**src/rtl/serial_full_subtractor.sv**
```systemverilog
// Bit-serial subtractor: one full-subtractor cell plus a borrow flip-flop.
// Computes diff = a - b - borrow_in over WIDTH bits, LSB first, one bit per clock.
// The block uses a start/busy/done handshake. The result registers change only
// when an operation completes.
module serial_full_subtractor #(
    parameter int WIDTH = 8
) (
    input  logic             clk,
    input  logic             rst_n,
    input  logic             start,
    input  logic [WIDTH-1:0] a,
    input  logic [WIDTH-1:0] b,
    input  logic             borrow_in,
    output logic             busy,
    output logic             done,
    output logic [WIDTH-1:0] diff,
    output logic             borrow_out
);

    // The counter must be able to hold WIDTH itself, so WIDTH+1 values are needed.
    localparam int CW = $clog2(WIDTH + 1);

    typedef enum logic [1:0] {IDLE, RUN, DONE} state_t;

    state_t           state, state_nxt;
    logic [WIDTH-1:0] a_sh, b_sh, r_sh;
    logic [CW-1:0]    count;
    logic             borrow_q;

    logic             x, y, d, borrow_nxt, last;
    logic [WIDTH-1:0] r_nxt;

    // Full-subtractor cell on the current LSBs, plus the next result-register value.
    always_comb begin
        x          = a_sh[0];
        y          = b_sh[0];
        d          = x ^ y ^ borrow_q;
        borrow_nxt = (~x & y) | (~(x ^ y) & borrow_q);
        // A shift-and-or form keeps this legal when WIDTH=1, where no slice r_sh[WIDTH-1:1] exists.
        r_nxt      = (r_sh >> 1) | (WIDTH'(d) << (WIDTH - 1));
        last       = (count == CW'(WIDTH - 1));
    end

    // State register.
    always_ff @(posedge clk or negedge rst_n) begin
        if (!rst_n) state <= IDLE;
        else        state <= state_nxt;
    end

    // Next-state logic. start is seen only in IDLE; DONE always goes back to IDLE.
    always_comb begin
        state_nxt = state;
        case (state)
            IDLE:    if (start) state_nxt = RUN;
            RUN:     if (last)  state_nxt = DONE;
            DONE:    state_nxt = IDLE;
            default: state_nxt = IDLE;
        endcase
    end

    // Handshake outputs, decoded from the state.
    always_comb begin
        busy = (state != IDLE);
        done = (state == DONE);
    end

    // Datapath: load operands on accept, then process one bit per RUN cycle.
    always_ff @(posedge clk or negedge rst_n) begin
        if (!rst_n) begin
            a_sh       <= '0;
            b_sh       <= '0;
            r_sh       <= '0;
            count      <= '0;
            borrow_q   <= 1'b0;
            diff       <= '0;
            borrow_out <= 1'b0;
        end else begin
            case (state)
                IDLE: if (start) begin
                    a_sh     <= a;
                    b_sh     <= b;
                    borrow_q <= borrow_in;
                    count    <= '0;
                end
                RUN: begin
                    a_sh     <= a_sh >> 1;
                    b_sh     <= b_sh >> 1;
                    r_sh     <= r_nxt;
                    borrow_q <= borrow_nxt;
                    count    <= count + CW'(1);
                    // Publish only the completed word so intermediate bits are never visible.
                    if (last) begin
                        diff       <= r_nxt;
                        borrow_out <= borrow_nxt;
                    end
                end
                default: ;
            endcase
        end
    end

endmodule

```
**config.mk**
```make
export PLATFORM = sky130hd
export DESIGN_NAME = serial_full_subtractor
export DESIGN_NICKNAME = d
export VERILOG_FILES = /design/src/rtl/serial_full_subtractor.sv
export SDC_FILE = /design/constraint.sdc
export NUM_CORES = 1
export LEC_CHECK = 0
export CORE_UTILIZATION = 41
export DETAILED_ROUTE_END_ITERATION = 7
export GPL_TIMING_DRIVEN = 0
export SYNTH_ARGS = -nofsm -noshare
export SYNTH_HDL_FRONTEND = slang
export SYNTH_SLANG_ARGS = --single-unit
```
**constraint.sdc**
```tcl
create_clock -name clk -period 3.1 [get_ports clk]
set_input_delay 0.465 -clock clk [delete_from_list [all_inputs] [get_ports clk]]
set_output_delay 0.465 -clock clk [all_outputs]
set_load 0.01 [all_outputs]
```
==> reports/metrics.yaml, run 1 <==
num_antenna_cells: 0
clk_transition_reported_paths_ps: 70
cp_data_arrival_time_ps: 2060
timing.fmax_mhz: 395.8
timing_worst_slew_pin_value_ps: 843.9
final_max_slew_viol_count: 0
synthesis.instances: 156
io_buffer_count: 30
grt_usage: 0.1794
ant_nets: 0
cts_num_sinks: 39
standby_leakage_power_nw: 0.9553
cp_num_cells: 4
floorplan.initialDensity: 0.4298
drt_iter0_markers: 53
rows: 23
synth.most_common_cell: "dfrtp_1"
die_w_um: 66.99
gp_routability_congestion: 0.8016
synth-seq-cells: 39
timing.hold.worst.class: "input pin to async pin"
dpl.hpwl_mm: 2.448
vertical_extent_of_the_die_um: 66.99
run_status: "completed"
rsz_0062_raised_after_global_routing: "false"
syn_nets: 178
final_layout_size_suffix_gt1_frac: 0.1503
worstReg2RegEnd: "diff[4]"
finClkSkew_ps: 4.161
timing.final.crit_share: 0.8151
post_synth_num_cell_types: 23
drcViolationCount: 0
cp_max_fo: 10
sequential_share_of_the_synthesized_area: 0.5636
postSynthAreaPerCell_um2: 11.10
critical-path-slowest-cell: "clkdlybuf4s50_1"
hold_viol: 0
post_cts_resize_count: 0
relSlewSlack: 0.4374
areal_power_density_over_the_cells_nw_per_um2: 943.2
synth_area_leaders: "dfrtp_1, mux2_2, and3b_1, o21ai_0, nand2_1"
drtPass1Iterations: 4
yosys.area.top_type: "dfrtp_1"
via_count_of_the_first_global_routing_pass: 1257
cts_hold_repair.buffers: 0
post_synthesis_cell_area_um2: 1732
clk_root_buffer_cell: "clkbuf_8"
rr_startpoint: "count[0]"
post_cts_buffers: 0
synth_async_sr_flop_share: 1.000
finalCriticalPeriod_ps: 2527
cpPeakStageDelay_ps: 520
die_area_um2: 4488
detailroute.via_count: 1268
timing.critical_path.to_type: "output pin"
synth_flop_cell: "dfrtp_1"
yosysWarnings: 0
cts_made_buffers: 5
netlist.area_leader.share: 0.5636
max-cap-violations: 0
hold_ws_ps: 280.7
number_of_flops_mapped_to_enable_cells_by_yosys: 0
tritoncts_clock_tree: "done"
htree_levels: 2
area_growth_pct: 25.72
dpl.cell_count: 236
grt_antenna_before_repair: 0
nNetsFinal: 215
timing.setup.critical_path_class: "flop to output pin"
critPathTopFamily: "buffers and inverters"
clkLatencyLatePin_ps: 280
cp_data_required_time_ps: 2630
worst_case_reg_to_reg_path_depth: 4
routed_via_density: 5.218
grt.overflow.total: 0
path_buf_inv: 3
post_synth_most_frequent_cells: "dfrtp_1, nand2_1, o21ai_0"
worst-r2r-setup-slack_ps: 1440
instances_no_fill: 243
max-clock-path-buffers: 2
post_drt_wl_per_cell_um: 14.10
worst_setup_path_start_kind: "flop"
grt_max_degree: 40
total_neg_setup_slack_ps: 0
setup_viol_count_final: 0
max-vdd-ir-drop_mv: 0.4263
core-area_um2: 4029
timing.critical_path.cells: "clkbuf_1 > buf_2 > or2_2 > clkdlybuf4s50_1"
postLayoutCoreUtil: 0.5404
grt_first_pass_wirelength_mm: 5.782
top_level_ports: 31
routed_wirelength_mm: 3.427
==> metrics by stage <==
step,power (mW),instance area [um^2],setup slack [ps]
6_report,2.054,2177,573.2
5_1_grt,2.224,2177,380.7
4_1_cts,2.084,2177,533.0
3_5_place_dp,1.737,2090,857.4
3_3_place_gp,1.696,2095,639.0
2_1_floorplan,1.413,1732,1568
==> how the worst max path moves through the flow <==
stage	slack (ps)	end	start
finish	570	busy	state[0]
global route	380	busy	state[0]
CTS	530	busy	state[0]
detailed placement	860	busy	state[0]
global placement	640	a_sh[4]	rst_n
floorplan	1570	busy	state[0]
==> power breakdown <==
group          internal [mW]  switching (mW)  total, mW
registers              0.734           0.152      0.886
logic                  0.448           0.384      0.831
clock network          0.174           0.162      0.336
total                   1.36           0.697       2.05
==> state kept, by name, summed over array words and instances (netlist names) <==
signal,count
count,4
state,2
r_sh,7
b_sh,8
borrow_out,1
diff,8
a_sh,8
borrow_q,1
==> cells in the final DEF, fill, tap and decap left out <==
cell type        instances
dfrtp_1                 39
clkdlybuf4s50_1         29
nand2_1                 21
o21ai_0                 19
mux2_2                  15
a21oi_1                 15
and3b_1                 11
clkbuf_1                 6
nor2b_1                  6
clkbuf_8                 6
buf_2                    4
inv_1                    4
a22oi_1                  3
mux2i_1                  2
nand3_1                  2
or2_2                    1
nand2b_2                 1
nor3_4                   1
o21bai_1                 1
o311ai_0                 1
nor2_1                   1
nand2b_1                 1
a22o_1                   1
fa_1                     1
ha_1                     1
clkinv_2                 1
==> area by class of cell <==
type / count / area (um^2)
multi-input combinational: 104 / 703.2
fill: 365 / 1852
clock inverter: 1 / 5.005
sequential: 39 / 975.9
timing repair buffer: 30 / 295.3
tap: 50 / 62.56
inverter: 4 / 15.01
clock buffer: 6 / 82.58
buffer: 9 / 37.54
==> layer usage <==
metal	part of all wire	global-route usage
met4	0.019	0.07447
met3	0.040	0.05651
met2	0.46	0.2652
met5	0	0
met1	0.48	0.2410
==> kinds of logic (layout without fill, tap and decap cells) <==
family	after synthesis	after routing	share of synthesized area
buf+inv	13	50	0.03034
compound gates	40	40	0.1257
fa+ha+maj	2	2	0.01879
mux	17	17	0.1091
simple gates	45	45	0.1525
flops	39	39	0.5636
Power figures use the tool's default switching activity.
==> inputs of run 2 (changes only) <==
--- a/config.mk
+++ b/config.mk
@@ -8,6 +8,7 @@
 export CORE_UTILIZATION = 41
 export DETAILED_ROUTE_END_ITERATION = 7
 export GPL_TIMING_DRIVEN = 0
+export PLACE_DENSITY = 0.67
 export SYNTH_ARGS = -nofsm -noshare
 export SYNTH_HDL_FRONTEND = slang
 export SYNTH_SLANG_ARGS = --single-unit
==> constraint.sdc (replaced) <==
create_clock -name clk -period 2.3 [get_ports clk]
set_input_delay 0.345 -clock clk [delete_from_list [all_inputs] [get_ports clk]]
set_output_delay 0.345 -clock clk [all_outputs]
set_load 0.01 [all_outputs]
==> run 2 against run 1 <==
Worst hold slack worse by 120 ps. Routed wire length is 0.61% higher. Largest cell class unchanged. Design area is 2.0% higher. Register-to-register slack worse by 780 ps. Non-clock buffer count is 1 lower. Clock power is 100% higher. Global-route usage is 0.32 points higher. First-iteration DRC count is 60% higher. Clock skew is 0.87 ps higher. Total power is 45% higher. Critical path depth is 1 lower.
==> reports/metrics.yaml, run 2 (synthesis results as in run 1) <==
die_w_um: 66.99
setup_viol_count_final: 0
drt_iter0_markers: 85
routed_via_density: 5.185
finalCriticalPeriod_ps: 2136
cp_data_required_time_ps: 1960
worst_case_reg_to_reg_path_depth: 4
cts_num_sinks: 39
post-place-ws_ps: 171.0
routed_wirelength_mm: 3.448
detailroute.via_count: 1260
total_neg_setup_slack_ps: 0
timing.critical_path.to_type: "output pin"
worst-r2r-setup-slack_ps: 660
reg_top3: "a_sh x8, b_sh x8, diff x8"
cp_max_fo: 18
rsz_0062_raised_after_global_routing: "false"
ant_nets: 0
gp_routability_congestion: 0.7975
timing.setup.critical_path_class: "flop to output pin"
max-vdd-ir-drop_mv: 0.5889
final_max_slew_viol_count: 0
rows: 23
via_count_of_the_first_global_routing_pass: 1235
die_area_um2: 4488
grt_usage: 0.1826
final_layout_size_suffix_gt1_frac: 0.1554
floorplan.initialDensity: 0.4298
clk_transition_reported_paths_ps: 80
worstReg2RegEnd: "diff[0]"
core-area_um2: 4029
hold_viol: 0
fin_area_um2: 2220
cp_data_arrival_time_ps: 1790
final_common_cell: "dfrtp_1"
hold_ws_ps: 158.4
cts_made_buffers: 5
clkLatencyLatePin_ps: 290
max-clock-path-buffers: 2
timing.fmax_mhz: 468.1
finClkSkew_ps: 5.036
layout.cells.most_common_list: "dfrtp_1, clkdlybuf4s50_1, nand2_1, o21ai_0"
num-fill-cells: 354
worst_setup_path_start_kind: "flop"
drtPass1Iterations: 4
placed_cell_area_um2: 2090
grt_first_pass_wirelength_mm: 5.851
io_buffer_count: 30
htree_levels: 2
dpl.hpwl_mm: 2.382
tritoncts_clock_tree: "done"
grt_max_degree: 40
run_status: "completed"
nNetsFinal: 214
area_growth_pct: 28.18
timing.hold.worst.class: "input pin to async pin"
max-cap-violations: 0
grt.overflow.total: 0
final.setup.worst_slack_ps: 163.6
top_level_ports: 31
num_antenna_cells: 0
post_drt_wl_per_cell_um: 14.19
drcViolationCount: 0
vertical_extent_of_the_die_um: 66.99
clk_root_buffer_cell: "clkbuf_8"
timing_worst_slew_pin_value_ps: 860.6
timing.final.crit_share: 0.9289
grt_antenna_before_repair: 0
areal_power_density_over_the_cells_nw_per_um2: 1341
rr_startpoint: "count[0]"
standby_leakage_power_nw: 0.9719
relSlewSlack: 0.4263
## run 2: where the power goes
part / internal [mW] / switching [mW] / leakage, nW
logic: 0.598 / 0.502 / 0.416
registers: 0.990 / 0.214 / 0.490
clock network: 0.434 / 0.238 / 0.0654
## run 2: per-stage QoR
step	utilization	cells	total power [mW]
after floorplan	-	156	1.904
after global placement	0.5199	236	2.277
final	0.5509	243	2.976
after CTS	0.5522	244	3.014
after detailed placement	0.5186	236	2.337
after global routing	0.5509	243	3.188
## run 2: final cells by class
class                      count  area, um^2  share of cell area
inverter                       4       15.01            0.006764
timing repair buffer          30       295.3              0.1330
tap                           50       62.56             0.02818
buffer                         8       33.78             0.01522
multi-input combinational    104       703.2              0.3168
clock inverter                 2       60.06             0.02706
clock buffer                   6       72.57             0.03269
sequential                    39       977.2              0.4402
## run 2: worst max-delay path: stages (launching register included)
cell,delay (ps)
dfrtp_2,520
buf_2,220
or2_2,280
clkdlybuf4s50_1,480
## run 2: worst max-delay path by stage
stage | depth (start not counted) | end | start
final | 3 | busy | state[0]
after global placement | 1 | a_sh[4] | rst_n
after detailed placement | 4 | busy | state[0]
after floorplan | 4 | diff[0] | count[0]
after global routing | 3 | busy | state[0]
after CTS | 4 | busy | state[0]
## run 2: repair_timing
item / CTS / global route
hold endpoints to repair: 0 / 0
endpoints found under the setup margin: 2 / 2
setup buffers: 0 / 0
cloned: 0 / 0
gates resized for setup: 2 / 0
hold buffers: 0 / 0
## run 2: routing by layer
metal | global-route usage | vias to the layer above | wire, um
met5 | 0 | - | 0
met4 | 0.07181 | 0 | 59
met3 | 0.05651 | 5 | 143
met2 | 0.2891 | 24 | 1656
met1 | 0.2309 | 623 | 1589
li1 | - | 608 | -
==> inputs of run 3 (changes only) <==
--- a/config.mk
+++ b/config.mk
@@ -5,10 +5,12 @@
 export SDC_FILE = /design/constraint.sdc
 export NUM_CORES = 1
 export LEC_CHECK = 0
+export CORE_MARGIN = 2
 export CORE_UTILIZATION = 41
 export DETAILED_ROUTE_END_ITERATION = 7
 export GPL_TIMING_DRIVEN = 0
 export PLACE_DENSITY = 0.67
+export SETUP_SLACK_MARGIN = 0.05
 export SYNTH_ARGS = -nofsm -noshare
 export SYNTH_HDL_FRONTEND = slang
 export SYNTH_SLANG_ARGS = --single-unit
==> run 3 against run 2 <==
Worst setup slack worse by 50 ps. Register-to-register slack about the same. Clock power down 34%. Count of clock-buffer cells in the layout unchanged. Core utilization down 0.81 points. Sequential cell count unchanged. Via count up 2.0%. Die area up 6.1%. Sequential share of layout area up 0.65 points. Final cell count up 0.82%. Worst hold slack better by 6.1 ps. Critical path type unchanged. Largest power group unchanged. Highest routed layer unchanged.
==> reports/metrics.yaml, run 3 (synthesis results as in run 1) <==
routed_via_density: 5.245
layout.cells.most_common_list: "dfrtp_1, clkdlybuf4s50_1, nand2_1, o21ai_0"
standby_leakage_power_nw: 0.9565
cts_hold_repair.buffers: 0
timing_worst_slew_pin_value_ps: 853.5
timing.critical_path.to_type: "output pin"
finalCriticalPeriod_ps: 2186
instances_no_fill: 245
dpl.hpwl_mm: 2.513
drcViolationCount: 0
setup_viol_count_final: 0
nNetsFinal: 216
core-area_um2: 4029
timing.critical_path.cells: "clkbuf_4 > buf_2 > or2_2 > clkdlybuf4s50_1"
grt_first_pass_wirelength_mm: 5.982
cts_num_sinks: 39
worst-r2r-setup-slack_ps: 650
max-vdd-ir-drop_mv: 0.5921
clk_transition_reported_paths_ps: 80
total_neg_setup_slack_ps: 0
ant_nets: 0
max-cap-violations: 0
top_level_ports: 31
floorplan.initialDensity: 0.4298
rows: 23
reg_top3: "a_sh x8, b_sh x8, diff x8"
timing.hold.worst.class: "input pin to async pin"
cp_max_fo: 10
clkLatencyLatePin_ps: 290
clk_root_buffer_cell: "clkbuf_8"
grt_max_degree: 40
finClkSkew_ps: 6.875
final_max_slew_viol_count: 0
die_w_um: 68.99
htree_levels: 2
timing.setup.critical_path_class: "flop to output pin"
final_layout_size_suffix_gt1_frac: 0.1641
post_drt_wl_per_cell_um: 14.67
drt_iter0_markers: 50
routed_wirelength_mm: 3.594
vertical_extent_of_the_die_um: 68.99
critical-path-slowest-cell: "clkdlybuf4s50_1"
postLayoutCoreUtil: 0.5429
via_count_of_the_first_global_routing_pass: 1267
grt_usage: 0.1765
cpPeakStageDelay_ps: 480
worst_setup_path_start_kind: "flop"
run_status: "completed"
worstReg2RegEnd: "diff[1]"
areal_power_density_over_the_cells_nw_per_um2: 1273
rsz_0062_raised_after_global_routing: "false"
dpl.cell_count: 236
area_growth_pct: 26.30
rr_startpoint: "count[0]"
die_area_um2: 4760
cp_data_required_time_ps: 1960
num_antenna_cells: 0
num-fill-cells: 378
relSlewSlack: 0.4310
cts_made_buffers: 5
gp_routability_congestion: 0.7754
hold_viol: 0
worst_case_reg_to_reg_path_depth: 4
tritoncts_clock_tree: "done"
cp_data_arrival_time_ps: 1840
max-clock-path-buffers: 2
timing.final.crit_share: 0.9504
grt.overflow.total: 0
io_buffer_count: 30
final_common_cell: "dfrtp_1"
grt_antenna_before_repair: 0
timing.fmax_mhz: 457.5
drtPass1Iterations: 4
detailroute.via_count: 1285
==> run 3: area by class of cell <==
type	count	area, um^2	area share
timing repair buffer	31	302.8	0.1384
clock inverter	2	12.51	0.005721
multi-input combinational	104	703.2	0.3215
tap	50	62.56	0.02860
inverter	4	15.01	0.006865
clock buffer	6	72.57	0.03318
sequential	39	977.2	0.4468
buffer	9	41.29	0.01888
==> run 3: metal layers <==
layer  track usage  vias to the layer above  share of wire
li1              -                      614              -
met1        0.2264                      638           0.44
met2        0.2921                       31           0.51
met3       0.04383                        2          0.051
met4       0.05882                        0         0.0075
met5             0                        -              0
==> run 3: stage by stage <==
step	setup WS, ps	hold slack [ps]	cell area, um^2	power, mW
floorplan	859.5	49.41	1732	1.904
global placement	10.95	464.3	2095	2.283
detailed placement	174.2	475.8	2090	2.349
CTS	101.7	199.9	2187	2.825
global route	50.10	223.8	2187	3.017
finish	114.1	164.4	2187	2.783
==> run 3: worst max path at each step <==
stage / end / startpoint / cells past startpoint / slack [ps]
6_report: busy / state[0] / 4 / 110
5_1_grt: busy / state[0] / 4 / 50
4_1_cts: busy / state[0] / 4 / 100
3_5_place_dp: busy / state[0] / 4 / 170
3_3_place_gp: diff[0] / rst_n / 1 / 10
2_1_floorplan: diff[0] / count[0] / 4 / 860
==> run 3: repair_timing <==
| action | 4_1_cts | 5_1_grt |
|---|---|---|
| resized for setup | 3 | 0 |
| buffers inserted | 1 | 0 |
| endpoints found under the setup margin | 2 | 0 |
==> run 3: where the power goes <==
group	internal, mW	leakage, nW	switching, mW
combinational	0.621	0.425	0.544
clock	0.212	0.0412	0.234
sequential	0.991	0.490	0.182
total	1.82	0.957	0.960
==> run 3: worst max-delay path: cells and delay by family (launching register included) <==
family | cells | cell delay [ps]
buffers and inverters | 3 | 850
DFF | 1 | 420
and+or+nand+nor | 1 | 290
